### config.mk
export PLATFORM = sky130hd
export DESIGN_NAME = aes_word_loader
export DESIGN_NICKNAME = d
export VERILOG_FILES = /design/src/rtl/aes_pkg.sv /design/src/rtl/aes_word_serializer.sv /design/src/rtl/aes_word_loader.sv
export SDC_FILE = /design/constraint.sdc
export NUM_CORES = 1
export LEC_CHECK = 0
export CAP_MARGIN = 20
export CORE_MARGIN = 2
export CORE_UTILIZATION = 39
export DETAILED_ROUTE_END_ITERATION = 10
export HOLD_SLACK_MARGIN = 0.08
export PLACE_DENSITY = 0.72
export SETUP_SLACK_MARGIN = 0.2
export SLEW_MARGIN = 20
export SYNTH_ARGS = -nofsm -noshare
export SYNTH_HDL_FRONTEND = slang
export SYNTH_HIERARCHICAL = 1
export SYNTH_SLANG_ARGS = --single-unit
### constraint.sdc
create_clock -name CLK -period 3.9 [get_ports CLK]
set_input_delay 0.78 -clock CLK [delete_from_list [all_inputs] [get_ports CLK]]
set_output_delay 0.78 -clock CLK [all_outputs]
set_load 0.01 [all_outputs]
### src/rtl/aes_pkg.sv
`default_nettype none
// ----------------------------------------------------------------------------
// aes_pkg: shared widths and loader state encoding for the AES datapath.
// Revision: 1.0
// ----------------------------------------------------------------------------
package aes_pkg;

    localparam int BYTE_W     = 8;
    localparam int WORD_W     = 32;
    localparam int SENTENCE_W = 128;

    localparam logic [1:0] LOAD  = 2'd0;
    localparam logic [1:0] START = 2'd1;
    localparam logic [1:0] WAIT  = 2'd2;
    localparam logic [1:0] DRAIN = 2'd3;

endpackage
`default_nettype wire

### src/rtl/aes_word_serializer.sv
`default_nettype none
// ----------------------------------------------------------------------------
// aes_word_serializer: 4-word ciphertext buffer drained over valid/ready.
// Revision: 1.0
// ----------------------------------------------------------------------------
module aes_word_serializer #(
    parameter int WORD     = 32,
    parameter int SENTENCE = 128
) (
    input  logic                clk,
    input  logic                rst,
    input  logic                load,
    input  logic [SENTENCE-1:0] data,
    input  logic                out_ready,
    output logic [WORD-1:0]     out_word,
    output logic                out_valid,
    output logic                last
);

    logic [SENTENCE-1:0] buffer;
    logic [1:0]          idx;
    logic                valid;
    logic [WORD-1:0]     word_sel;

    always_ff @(posedge clk) begin
        if (rst) begin
            buffer <= '0;
            idx    <= 2'd0;
            valid  <= 1'b0;
        end else if (load) begin
            buffer <= data;
            idx    <= 2'd0;
            valid  <= 1'b1;
        end else if (valid && out_ready) begin
            idx <= idx + 2'd1;
            if (idx == 2'd3) begin
                valid <= 1'b0;
            end
        end
    end

    // First-loaded word is the most significant one.
    always_comb begin
        word_sel = '0;
        case (idx)
            2'd0:    word_sel = buffer[SENTENCE-1 -: WORD];
            2'd1:    word_sel = buffer[3*WORD-1 -: WORD];
            2'd2:    word_sel = buffer[2*WORD-1 -: WORD];
            default: word_sel = buffer[WORD-1:0];
        endcase
    end

    assign out_word  = valid ? word_sel : '0;
    assign out_valid = valid;
    assign last      = valid && out_ready && (idx == 2'd3);

endmodule
`default_nettype wire

### src/rtl/aes_word_loader.sv
`default_nettype none
// ----------------------------------------------------------------------------
// aes_word_loader: collects key/plaintext words, launches the AES core and
// streams the ciphertext back out. Optional macro: AES_LOADER_WATCHDOG_EN.
// Revision: 1.0
// ----------------------------------------------------------------------------
module aes_word_loader
    import aes_pkg::*;
#(
    parameter int WORD     = 32,
    parameter int SENTENCE = 128,
    parameter int TIMEOUT  = 31
) (
    input  logic                CLK,
    input  logic                RST,
    input  logic [WORD-1:0]     In_Word,
    input  logic                In_Valid,
    input  logic                In_Is_Key,
    output logic                In_Ready,
    output logic [SENTENCE-1:0] Plain_Text,
    output logic [SENTENCE-1:0] Key,
    output logic                Start,
    input  logic                Done,
    input  logic [SENTENCE-1:0] Cipher_Text,
    output logic [WORD-1:0]     Out_Word,
    output logic                Out_Valid,
    input  logic                Out_Ready,
    output logic                Busy,
    output logic                Error
);

    if (SENTENCE != 4 * WORD) begin : g_bad_width
        $error("aes_word_loader: SENTENCE must equal 4*WORD");
    end
    if (TIMEOUT < 1) begin : g_bad_timeout
        $error("aes_word_loader: TIMEOUT must be at least 1");
    end

    logic [1:0]          state;
    logic [2:0]          pt_cnt;
    logic [1:0]          key_cnt;
    logic                key_ok;
    logic [SENTENCE-1:0] key_q;
    logic [SENTENCE-1:0] pt_q;

    logic                load_ready;
    logic                key_acc;
    logic                pt_acc;
    logic [2:0]          pt_cnt_nxt;
    logic [1:0]          key_cnt_nxt;
    logic                key_ok_nxt;
    logic                launch;
    logic                done_hit;
    logic                timeout;
    logic                ser_valid;
    logic                ser_last;
    logic [WORD-1:0]     ser_word;

    assign load_ready = (state == LOAD) && (In_Is_Key || (pt_cnt != 3'd4));
    assign key_acc    = In_Valid && load_ready && In_Is_Key;
    assign pt_acc     = In_Valid && load_ready && !In_Is_Key;
    assign done_hit   = (state == WAIT) && Done;

    always_comb begin
        pt_cnt_nxt  = pt_cnt + {2'b00, pt_acc};
        key_cnt_nxt = key_cnt + {1'b0, key_acc};
        key_ok_nxt  = key_ok;
        if (key_acc && (key_cnt == 2'd0)) begin
            key_ok_nxt = 1'b0;
        end
        if (key_acc && (key_cnt == 2'd3)) begin
            key_ok_nxt = 1'b1;
        end
    end

    // Judged on the values being registered this edge, so START directly
    // follows the cycle that accepts the completing word.
    assign launch = (state == LOAD) && (pt_cnt_nxt == 3'd4) && key_ok_nxt
                    && (key_cnt_nxt == 2'd0);

`ifdef AES_LOADER_WATCHDOG_EN
    localparam int WD_W = $clog2(TIMEOUT + 1);
    logic [WD_W-1:0] wd_cnt;
    logic            err_q;

    assign timeout = (state == WAIT) && !Done && (wd_cnt == WD_W'(TIMEOUT - 1));

    always_ff @(posedge CLK) begin
        if (RST) begin
            wd_cnt <= '0;
            err_q  <= 1'b0;
        end else begin
            err_q  <= timeout;
            wd_cnt <= (state == WAIT) ? wd_cnt + 1'b1 : '0;
        end
    end

    assign Error = !RST && err_q;
`else
    assign timeout = 1'b0;
    assign Error   = 1'b0;
`endif

    always_ff @(posedge CLK) begin
        if (RST) begin
            state   <= LOAD;
            pt_cnt  <= 3'd0;
            key_cnt <= 2'd0;
            key_ok  <= 1'b0;
            key_q   <= '0;
            pt_q    <= '0;
        end else begin
            if (key_acc) begin
                key_q <= {key_q[SENTENCE-WORD-1:0], In_Word};
            end
            if (pt_acc) begin
                pt_q <= {pt_q[SENTENCE-WORD-1:0], In_Word};
            end
            key_cnt <= key_cnt_nxt;
            key_ok  <= key_ok_nxt;
            pt_cnt  <= (done_hit || timeout) ? 3'd0 : pt_cnt_nxt;
            case (state)
                LOAD:    if (launch) state <= START;
                START:   state <= WAIT;
                WAIT: begin
                    if (done_hit) begin
                        state <= DRAIN;
                    end else if (timeout) begin
                        state <= LOAD;
                    end
                end
                DRAIN:   if (ser_last) state <= LOAD;
                default: state <= LOAD;
            endcase
        end
    end

    aes_word_serializer #(
        .WORD     (WORD),
        .SENTENCE (SENTENCE)
    ) u_serializer (
        .clk       (CLK),
        .rst       (RST),
        .load      (done_hit),
        .data      (Cipher_Text),
        .out_ready (Out_Ready),
        .out_word  (ser_word),
        .out_valid (ser_valid),
        .last      (ser_last)
    );

    assign In_Ready   = !RST && load_ready;
    assign Start      = !RST && (state == START);
    assign Busy       = !RST && (state != LOAD);
    assign Out_Valid  = !RST && ser_valid;
    assign Out_Word   = RST ? '0 : ser_word;
    assign Key        = key_q;
    assign Plain_Text = pt_q;

endmodule
`default_nettype wire

==> results_tabular.tex, run 1 <==
\begin{tabular}{lr}
\hline
Metric & Value \\
\hline
\multicolumn{2}{l}{\textbf{Run status}} \\
\quad Result of the run & finished clean \\
\multicolumn{2}{l}{\textbf{Logic synthesis}} \\
\quad Synth Warn \# & 6 \\
\quad Most instantiated cells after synthesis & nand2\_1 (514), dfxtp\_1 (395), a21oi\_1 (282) \\
\quad Most repeated cell in the gate-level netlist after synthesis & nand2\_1 \\
\quad Synthesized area & 15,320 µm² \\
\quad Post-synthesis cell type count & 40 \\
\quad Yosys top cell by area & dfxtp\_1 \\
\quad Portion of synthesized cell area occupied by the leading cell type & 51.63\% \\
\quad Sequential fraction of the synthesis area & 51.63\% \\
\quad Synthesized flop and latch total & 395 \\
\quad Post-synthesis instance total & 1,784 \\
\quad Number of synthesized flops with an enable pin & 0 \\
\quad Top cells by area in the synthesized netlist & dfxtp\_1 (52\%), nand2\_1 (13\%), a21oi\_1 (9.2\%), mux2i\_1 (8.5\%), nor2\_1 (3.2\%) \\
\quad Avg Inst Size Synth & 8.586 µm² \\
\quad Flip-flop cell with the highest count after synthesis & dfxtp\_1 \\
\quad Async set or reset register ratio after synthesis & 0\% \\
\quad Post-synthesis net count & 1,962 \\
\multicolumn{2}{l}{\textbf{Clock network}} \\
\quad Clock-pin slew reported for the worst setup and hold paths after clock tree synthesis & 0.06 ns \\
\quad Number of buffers created by CTS & 42 \\
\quad CTS tree & done \\
\quad Clock buffer depth & 3 \\
\quad Clk\_lat worst skew & 0.56 ns \\
\quad H-tree lvl count & 2 \\
\quad Clock root buffer master & clkbuf\_16 \\
\quad Number of hold-repair buffers added at the cts stage & 0 \\
\quad Number of sinks driven by the clock tree & 395 \\
\multicolumn{2}{l}{\textbf{Worst setup path}} \\
\quad Required time of the critical path & 3.12 ns \\
\quad Cell Chain, Critical Path & inv\_1 -> ha\_1 -> buf\_6 -> a21oi\_1 -> a221oi\_1 -> nor2b\_1 -> clkdlybuf4s50\_1 \\
\quad Cell with the largest stage delay on the worst path & clkdlybuf4s50\_1 \\
\quad Critical Path Sink Type & output pin \\
\quad Crit path launch type & flop \\
\quad Delay of the slowest cell on the worst path & 0.59 ns \\
\quad Critical Path AT & 2.73 ns \\
\quad Critical path start-end classification & reg2out \\
\quad Maximum fanout count along the critical path & 32 \\
\multicolumn{2}{l}{\textbf{Worst hold path}} \\
\quad Type of the worst min-delay path & reg2reg \\
\multicolumn{2}{l}{\textbf{Timing}} \\
\quad Worst slew margin & 27.60\% \\
\quad Largest clock skew in the final design & 0.01787 ns \\
\quad Max Slew Vio Count & 0 \\
\quad Period minus WS final & 3.507 ns \\
\quad Final hold violation count & 0 \\
\quad Setup violation total in the final timing report & 0 \\
\quad Final total negative setup slack & 0 ns \\
\quad Peak Freq & 285.1 MHz \\
\quad RSZ-0062 raised after global routing & no \\
\quad Transition at the pin with the smallest max-transition slack & 1.086 ns \\
\quad Final period utilization & 89.93\% \\
\quad Worst hold slack after final layout & 0.4517 ns \\
\multicolumn{2}{l}{\textbf{Detailed routing}} \\
\quad Total Routed Length & 47.78 mm \\
\quad Number of DRC markers in iteration 0 & 902 \\
\quad Overall via count from detail\_route & 13,620 \\
\quad Remaining antenna violation count & 0 \\
\quad Post-DR wirelength/cell & 17.52 µm \\
\quad First drt pass iteration count & 5 \\
\quad Number of DRC violations after detailed routing & 0 \\
\quad Vias per inst & 4.995 \\
\multicolumn{2}{l}{\textbf{Placement}} \\
\quad Weighted congestion reported at the end of routability-driven placement & 0.8571 \\
\quad Placement-stage cell area & 19,940 µm² \\
\quad Final HPWL DP & 33.09 mm \\
\quad Port buffer count & 457 \\
\multicolumn{2}{l}{\textbf{Global route}} \\
\quad Global route overflow & 0 \\
\quad GRT Resource Usage Total & 22.38\% \\
\quad Largest net degree at the start of global routing & 129 \\
\quad Vias in the first global route & 12,740 \\
\quad Antenna violations before repair & 9 \\
\quad Wire length of the first global-routing pass & 72.55 mm \\
\multicolumn{2}{l}{\textbf{Floorplanning}} \\
\quad Core outline area & 38,740 µm² \\
\quad Floorplan die height & 202.2 µm \\
\quad Die width & 202.2 µm \\
\quad Count of pins on the block boundary & 459 \\
\quad Placement row count & 72 \\
\quad Area of the die & 40,880 µm² \\
\quad Starting density of the core & 39.54\% \\
\multicolumn{2}{l}{\textbf{Layout}} \\
\quad Area used by multi-input combinational logic & 6394 µm² \\
\quad Area occupied by registers & 7908 µm² \\
\quad Utilization after layout & 54.99\% \\
\quad Final Instance Area & 21,300 µm² \\
\quad NumNets Final & 2,350 \\
\quad Area delta synth->final & 39.08\% \\
\quad Number of fillers in the final layout & 3,578 \\
\quad Share of post-route cells with drive strength above 1 & 5.134\% \\
\multicolumn{2}{l}{\textbf{Power}} \\
\quad Psw & 1.946 mW \\
\quad Combinational share of power & 6.4\% \\
\quad Flop pwr share & 47.9\% \\
\quad Cell internal power dissipation & 6.658 mW \\
\quad Switching fraction of total power & 22.62\% \\
\quad Power density relative to cell area & 403.9 nW/µm² \\
\quad Worst VDD drop & 0.3399 mV \\
\quad Cell leakage power & 6.919 nW \\
\quad Portion of total power attributed to the clock network & 45.6\% \\
\multicolumn{2}{l}{\textbf{Run}} \\
\quad Max-cap violation count & 0 \\
\hline
\end{tabular}
-- timing repair --
| action | in CTS | in global routing |
|---|---|---|
| setup endpoints to repair | 0 | 1 |
| setup buffers | 0 | 0 |
| resized for setup | 0 | 1 |
-- flip-flops by register name, indices dropped and copies added (netlist names) --
signal,cells
u_serializer/idx,2
state,2
Plain_Text,128
key_cnt,2
pt_cnt,3
u_serializer/out_valid,1
u_serializer/buffer,128
key_ok,1
Key,128
-- cell families after synthesis --
| kind of cell | share of synthesized area [%] |
|---|---|
| compound gates | 14.08 |
| other cells | 0.02448 |
| mux | 8.495 |
| flops | 51.63 |
| simple gates | 17.93 |
| buf+inv | 6.747 |
| fa+ha+maj | 0.9802 |
| xor+xnor | 0.1144 |
-- area by class of cell --
| class | count | share of cell area (%) |
|---|---|---|
| tap | 518 | 3.042 |
| inverter | 42 | 0.7635 |
| clock buffer | 63 | 5.779 |
| sequential | 395 | 37.12 |
| timing repair buffer | 482 | 22.69 |
| antenna | 8 | 0.09397 |
| multi-input combinational | 1209 | 30.01 |
| clock inverter | 10 | 0.4992 |
-- power groups by stage --
stage / Clock [mW] / Combinational, mW / Sequential (mW)
floorplan: 0 / 0.205 / 4.22
global placement: 0 / 0.545 / 4.21
detailed placement: 0 / 0.552 / 4.21
CTS: 4.00 / 0.553 / 4.13
global route: 4.17 / 0.591 / 4.13
finish: 3.93 / 0.551 / 4.13
-- worst paths after layout --
check	end	slack [ns]	startpoint	cells past startpoint
setup / recovery	Out_Word[6]	0.39	u_serializer/idx[0]	7
hold / removal	Key[103]	0.45	Key[103]	2
setup reg to reg	state[1]	0.98	state[0]	10
hold reg to reg	Key[103]	0.45	Key[103]	2
-- layer usage --
metal | track usage (%) | part of all wire, % | vias to the layer above
li1 | - | - | 6653
met1 | 29.22 | 43 | 6360
met2 | 34.83 | 46 | 483
met3 | 4.595 | 6.6 | 123
met4 | 12.04 | 4.5 | 2
met5 | 0 | 0.027 | -
-- metrics by stage --
stage	setup slack [ns]	total power, mW	std cells
after floorplan	0.9993	4.429	1784
after global placement	0.5344	4.758	2646
after detailed placement	0.5308	4.766	2646
after CTS	0.3461	8.682	2719
after global routing	0.2513	8.892	2727
final	0.3926	8.604	2727
-- cell usage in the layout, fill, tap and decap left out, types with 2 or more instances in the layout --
master             n
nand3_1            2
a221oi_1          25
bufinv_16          2
dfxtp_1          395
buf_4             19
clkbuf_16         43
a22oi_1           32
inv_1             40
clkdlybuf4s50_1  456
nor2_1           132
nand2_1          514
mux2i_1          130
clkbuf_8           8
a221oi_2           7
a21oi_1          282
diode_2            8
nand2b_1           4
xnor2_1            2
a21bo_2            2
a21oi_2           10
and2_1             2
nor2b_1           35
ha_1              11
inv_4              2
clkinv_2           6
buf_12             5
clkbuf_1          12
-- worst max-delay path, delay by kind of cell, from the launching register on --
family | cells | cell delay (ns)
DFF | 1 | 0.34
adders and majority gates | 1 | 0.16
and+or+nand+nor | 1 | 0.29
buffers and inverters | 3 | 0.99
AOI/OAI and AO/OA | 2 | 0.38
Note: power is estimated with default switching activity, not from simulation.
==> inputs of run 2 (changes only) <==
--- a/config.mk
+++ b/config.mk
@@ -7,10 +7,10 @@
 export LEC_CHECK = 0
 export CAP_MARGIN = 20
 export CORE_MARGIN = 2
-export CORE_UTILIZATION = 39
+export CORE_UTILIZATION = 40
 export DETAILED_ROUTE_END_ITERATION = 10
 export HOLD_SLACK_MARGIN = 0.08
-export PLACE_DENSITY = 0.72
+export PLACE_DENSITY = 0.74
 export SETUP_SLACK_MARGIN = 0.2
 export SLEW_MARGIN = 20
 export SYNTH_ARGS = -nofsm -noshare
==> run 2 against run 1 <==
  * Sequential share of layout area down 0.39 points
  * Die area down 2.5%
  * Combinational power about the same
  * Sequential power about the same
  * Total power up 4.1%
  * Clock power up 8.9%
==> results_tabular.tex, run 2 (same netlist as run 1, synthesis figures left out) <==
\begin{tabular}{lr}
\hline
Metric & Value \\
\hline
\multicolumn{2}{l}{\textbf{Worst setup path}} \\
\quad Critical Path Sink Type & output pin \\
\quad Cell with the largest stage delay on the worst path & clkdlybuf4s50\_1 \\
\quad Critical path start-end classification & reg2out \\
\quad Worst r2r dst & Plain\_Text[68] \\
\quad Register-to-Register Path Depth & 9 (-1) \\
\quad Critical Path AT & 2.75 ns (+0.02 ns) \\
\quad CP Buf/Inv Count & 3 (unchanged) \\
\quad Required time of the critical path & 3.12 ns (about the same) \\
\quad FF-to-FF Start & state[0] \\
\quad R2r setup slk & 0.91 ns (-0.07 ns) \\
\quad Maximum fanout count along the critical path & 14 (-56\%) \\
\quad Delay-heaviest family, CP & buffers and inverters \\
\quad Cell Chain, Critical Path & inv\_1 -> ha\_4 -> buf\_6 -> a22oi\_1 -> a221oi\_1 -> nor2b\_1 -> clkdlybuf4s50\_1 \\
\quad Delay of the slowest cell on the worst path & 0.59 ns (about the same) \\
\quad Crit path launch type & flop \\
\multicolumn{2}{l}{\textbf{Detailed routing}} \\
\quad Vias per inst & 4.990 (about the same) \\
\quad Number of DRC violations after detailed routing & 0 (unchanged) \\
\quad Remaining antenna violation count & 0 (unchanged) \\
\quad First drt pass iteration count & 6 (+1) \\
\quad Total Routed Length & 47.77 mm (about the same) \\
\quad Overall via count from detail\_route & 13,600 (-0.17\%) \\
\quad Post-DR wirelength/cell & 17.53 µm (about the same) \\
\quad Number of DRC markers in iteration 0 & 694 (-23\%) \\
\multicolumn{2}{l}{\textbf{Timing}} \\
\quad RSZ-0062 raised after global routing & no \\
\quad Final period utilization & 90.48\% (+0.54 points) \\
\quad Largest clock skew in the final design & 0.01315 ns (-0.004722 ns) \\
\quad Transition at the pin with the smallest max-transition slack & 1.120 ns (+0.03359 ns) \\
\quad Period minus WS final & 3.529 ns (+0.02125 ns) \\
\quad Final hold violation count & 0 (unchanged) \\
\quad Worst slew margin & 25.36\% (-2.2 points) \\
\quad Max Slew Vio Count & 0 (unchanged) \\
\quad Peak Freq & 283.4 MHz (-0.60\%) \\
\quad Final total negative setup slack & 0 ns (unchanged) \\
\quad Setup violation total in the final timing report & 0 (unchanged) \\
\multicolumn{2}{l}{\textbf{Worst hold path}} \\
\quad Type of the worst min-delay path & reg2reg \\
\quad Number of cells on the worst hold path & 2 (unchanged) \\
\quad Endpoint of the worst hold path & Key[124] \\
\quad Min-Delay Startpoint & Key[124] \\
\multicolumn{2}{l}{\textbf{Placement}} \\
\quad Weighted congestion reported at the end of routability-driven placement & 0.8524 (-0.55\%) \\
\quad Placement-stage cell area & 19,960 µm² (about the same) \\
\quad Final HPWL DP & 33.47 mm (+1.2\%) \\
\quad Port buffer count & 457 (unchanged) \\
\multicolumn{2}{l}{\textbf{Power}} \\
\quad Power density relative to cell area & 416.0 nW/µm² (+3.0\%) \\
\quad Power consumption & 8.956 mW (+4.1\%) \\
\quad Cell leakage power & 7.011 nW (+1.3\%) \\
\quad Worst VDD drop & 0.3014 mV (-11\%) \\
\multicolumn{2}{l}{\textbf{Layout}} \\
\quad Final Instance Area & 21,530 µm² (+1.1\%) \\
\quad Top library cells by usage in the layout, fill and taps aside & nand2\_1 (514), clkdlybuf4s50\_1 (456), dfxtp\_1 (395), a21oi\_1 (282), nor2\_1 (132) \\
\quad Area occupied by registers & 7908 µm² (unchanged) \\
\quad Number of fillers in the final layout & 3,356 (-6.2\%) \\
\quad NumNets Final & 2,351 (+0.043\%) \\
\quad Area delta synth->final & 40.55\% \\
\quad Area used by multi-input combinational logic & 6431 µm² (+0.59\%) \\
\quad Share of post-route cells with drive strength above 1 & 5.621\% (+0.49 points) \\
\quad Leading cell type in the layout, fill and taps excluded & nand2\_1 \\
\multicolumn{2}{l}{\textbf{Global route}} \\
\quad Antenna violations before repair & 9 (unchanged) \\
\quad Global route overflow & 0 (unchanged) \\
\quad Wire length of the first global-routing pass & 71.79 mm (-1.0\%) \\
\quad GRT Resource Usage Total & 22.99\% (+0.61 points) \\
\quad Largest net degree at the start of global routing & 135 (+4.7\%) \\
\quad Vias in the first global route & 13,120 (+3.0\%) \\
\multicolumn{2}{l}{\textbf{Clock network}} \\
\quad Number of sinks driven by the clock tree & 395 (unchanged) \\
\quad Clk\_lat worst skew & 0.57 ns (about the same) \\
\quad Number of post-CTS setup repair buffers & 0 (unchanged) \\
\quad CTS tree & done \\
\quad Clock root buffer master & clkbuf\_16 \\
\quad H-tree lvl count & 2 (unchanged) \\
\quad Clock-pin slew reported for the worst setup and hold paths after clock tree synthesis & 0.06 ns (about the same) \\
\quad Number of buffers created by CTS & 43 (+2.4\%) \\
\quad Number of hold-repair buffers added at the cts stage & 0 (unchanged) \\
\quad Clock buffer depth & 3 (unchanged) \\
\multicolumn{2}{l}{\textbf{Run}} \\
\quad Max-cap violation count & 0 (unchanged) \\
\multicolumn{2}{l}{\textbf{Run status}} \\
\quad Result of the run & finished clean \\
\multicolumn{2}{l}{\textbf{Floorplanning}} \\
\quad Placement row count & 71 (-1.4\%) \\
\quad Die width & 199.7 µm (-1.2\%) \\
\quad Area of the die & 39,870 µm² (-2.5\%) \\
\quad Count of pins on the block boundary & 459 (unchanged) \\
\quad Core outline area & 37,670 µm² (-2.8\%) \\
\quad Floorplan die height & 199.7 µm (-1.2\%) \\
\quad Starting density of the core & 40.67\% (+1.1 points) \\
\hline
\end{tabular}
==> run 2: worst register-to-register path, stage by stage, from the launching register on <==
cell and delay (ns):
dfxtp_1 0.34, inv_1 0.12, ha_1 0.38, nand2_1 0.09, or3_4 0.40, inv_4 0.06
buf_4 0.43, buf_4 0.76, nand2_1 0.18, a21oi_1 0.16
==> run 2: final cells by class <==
class / count / area share, %
inverter: 42 / 0.7556
antenna: 8 / 0.09299
tap: 511 / 2.970
timing repair buffer: 482 / 22.60
clock buffer: 63 / 5.858
multi-input combinational: 1209 / 29.87
clock inverter: 15 / 1.116
sequential: 395 / 36.73
==> run 2: per-stage QoR <==
stage	setup WS (ns)	cells	hold slack [ns]	utilization, %
2_1_floorplan	0.9993	1784	0.4604	-
3_3_place_gp	0.4719	2639	0.4408	52.99
3_5_place_dp	0.4266	2639	0.4465	52.99
4_1_cts	0.2045	2717	0.4544	56.99
5_1_grt	0.2266	2725	0.4699	57.16
6_report	0.3714	2725	0.4528	57.16
==> run 2: worst max-delay path by stage <==
stage                        start             end  depth (start not counted)
3_3_place_gp              In_Valid  Plain_Text[65]                          8
6_report       u_serializer/idx[0]     Out_Word[8]                          7
5_1_grt        u_serializer/idx[0]     Out_Word[9]                          7
4_1_cts        u_serializer/idx[0]    Out_Word[20]                          6
3_5_place_dp              In_Valid  Plain_Text[59]                          8
2_1_floorplan             In_Valid        state[0]                          9
==> run 2: repair_timing <==
action	4_1_cts	5_1_grt
pin swaps	0	0
gates resized for setup	2	6
endpoints found under the setup margin	6	20
==> run 2: routing by layer <==
metal,wire (µm),GRT usage [%],up-vias
met1,20110,28.96,6333
met3,3550,5.586,121
met5,12,0,-
li1,-,-,6661
met4,2511,12.98,2
met2,21590,36.02,481
==> run 2: power by group <==
part           switching (mW)  total (mW)  leakage, nW  internal (mW)
Combinational           0.283       0.551         3.08          0.269
Clock                    1.69        4.28        0.738           2.59
Sequential             0.0410        4.12         3.19           4.08
Total                    2.01        8.96         7.01           6.94
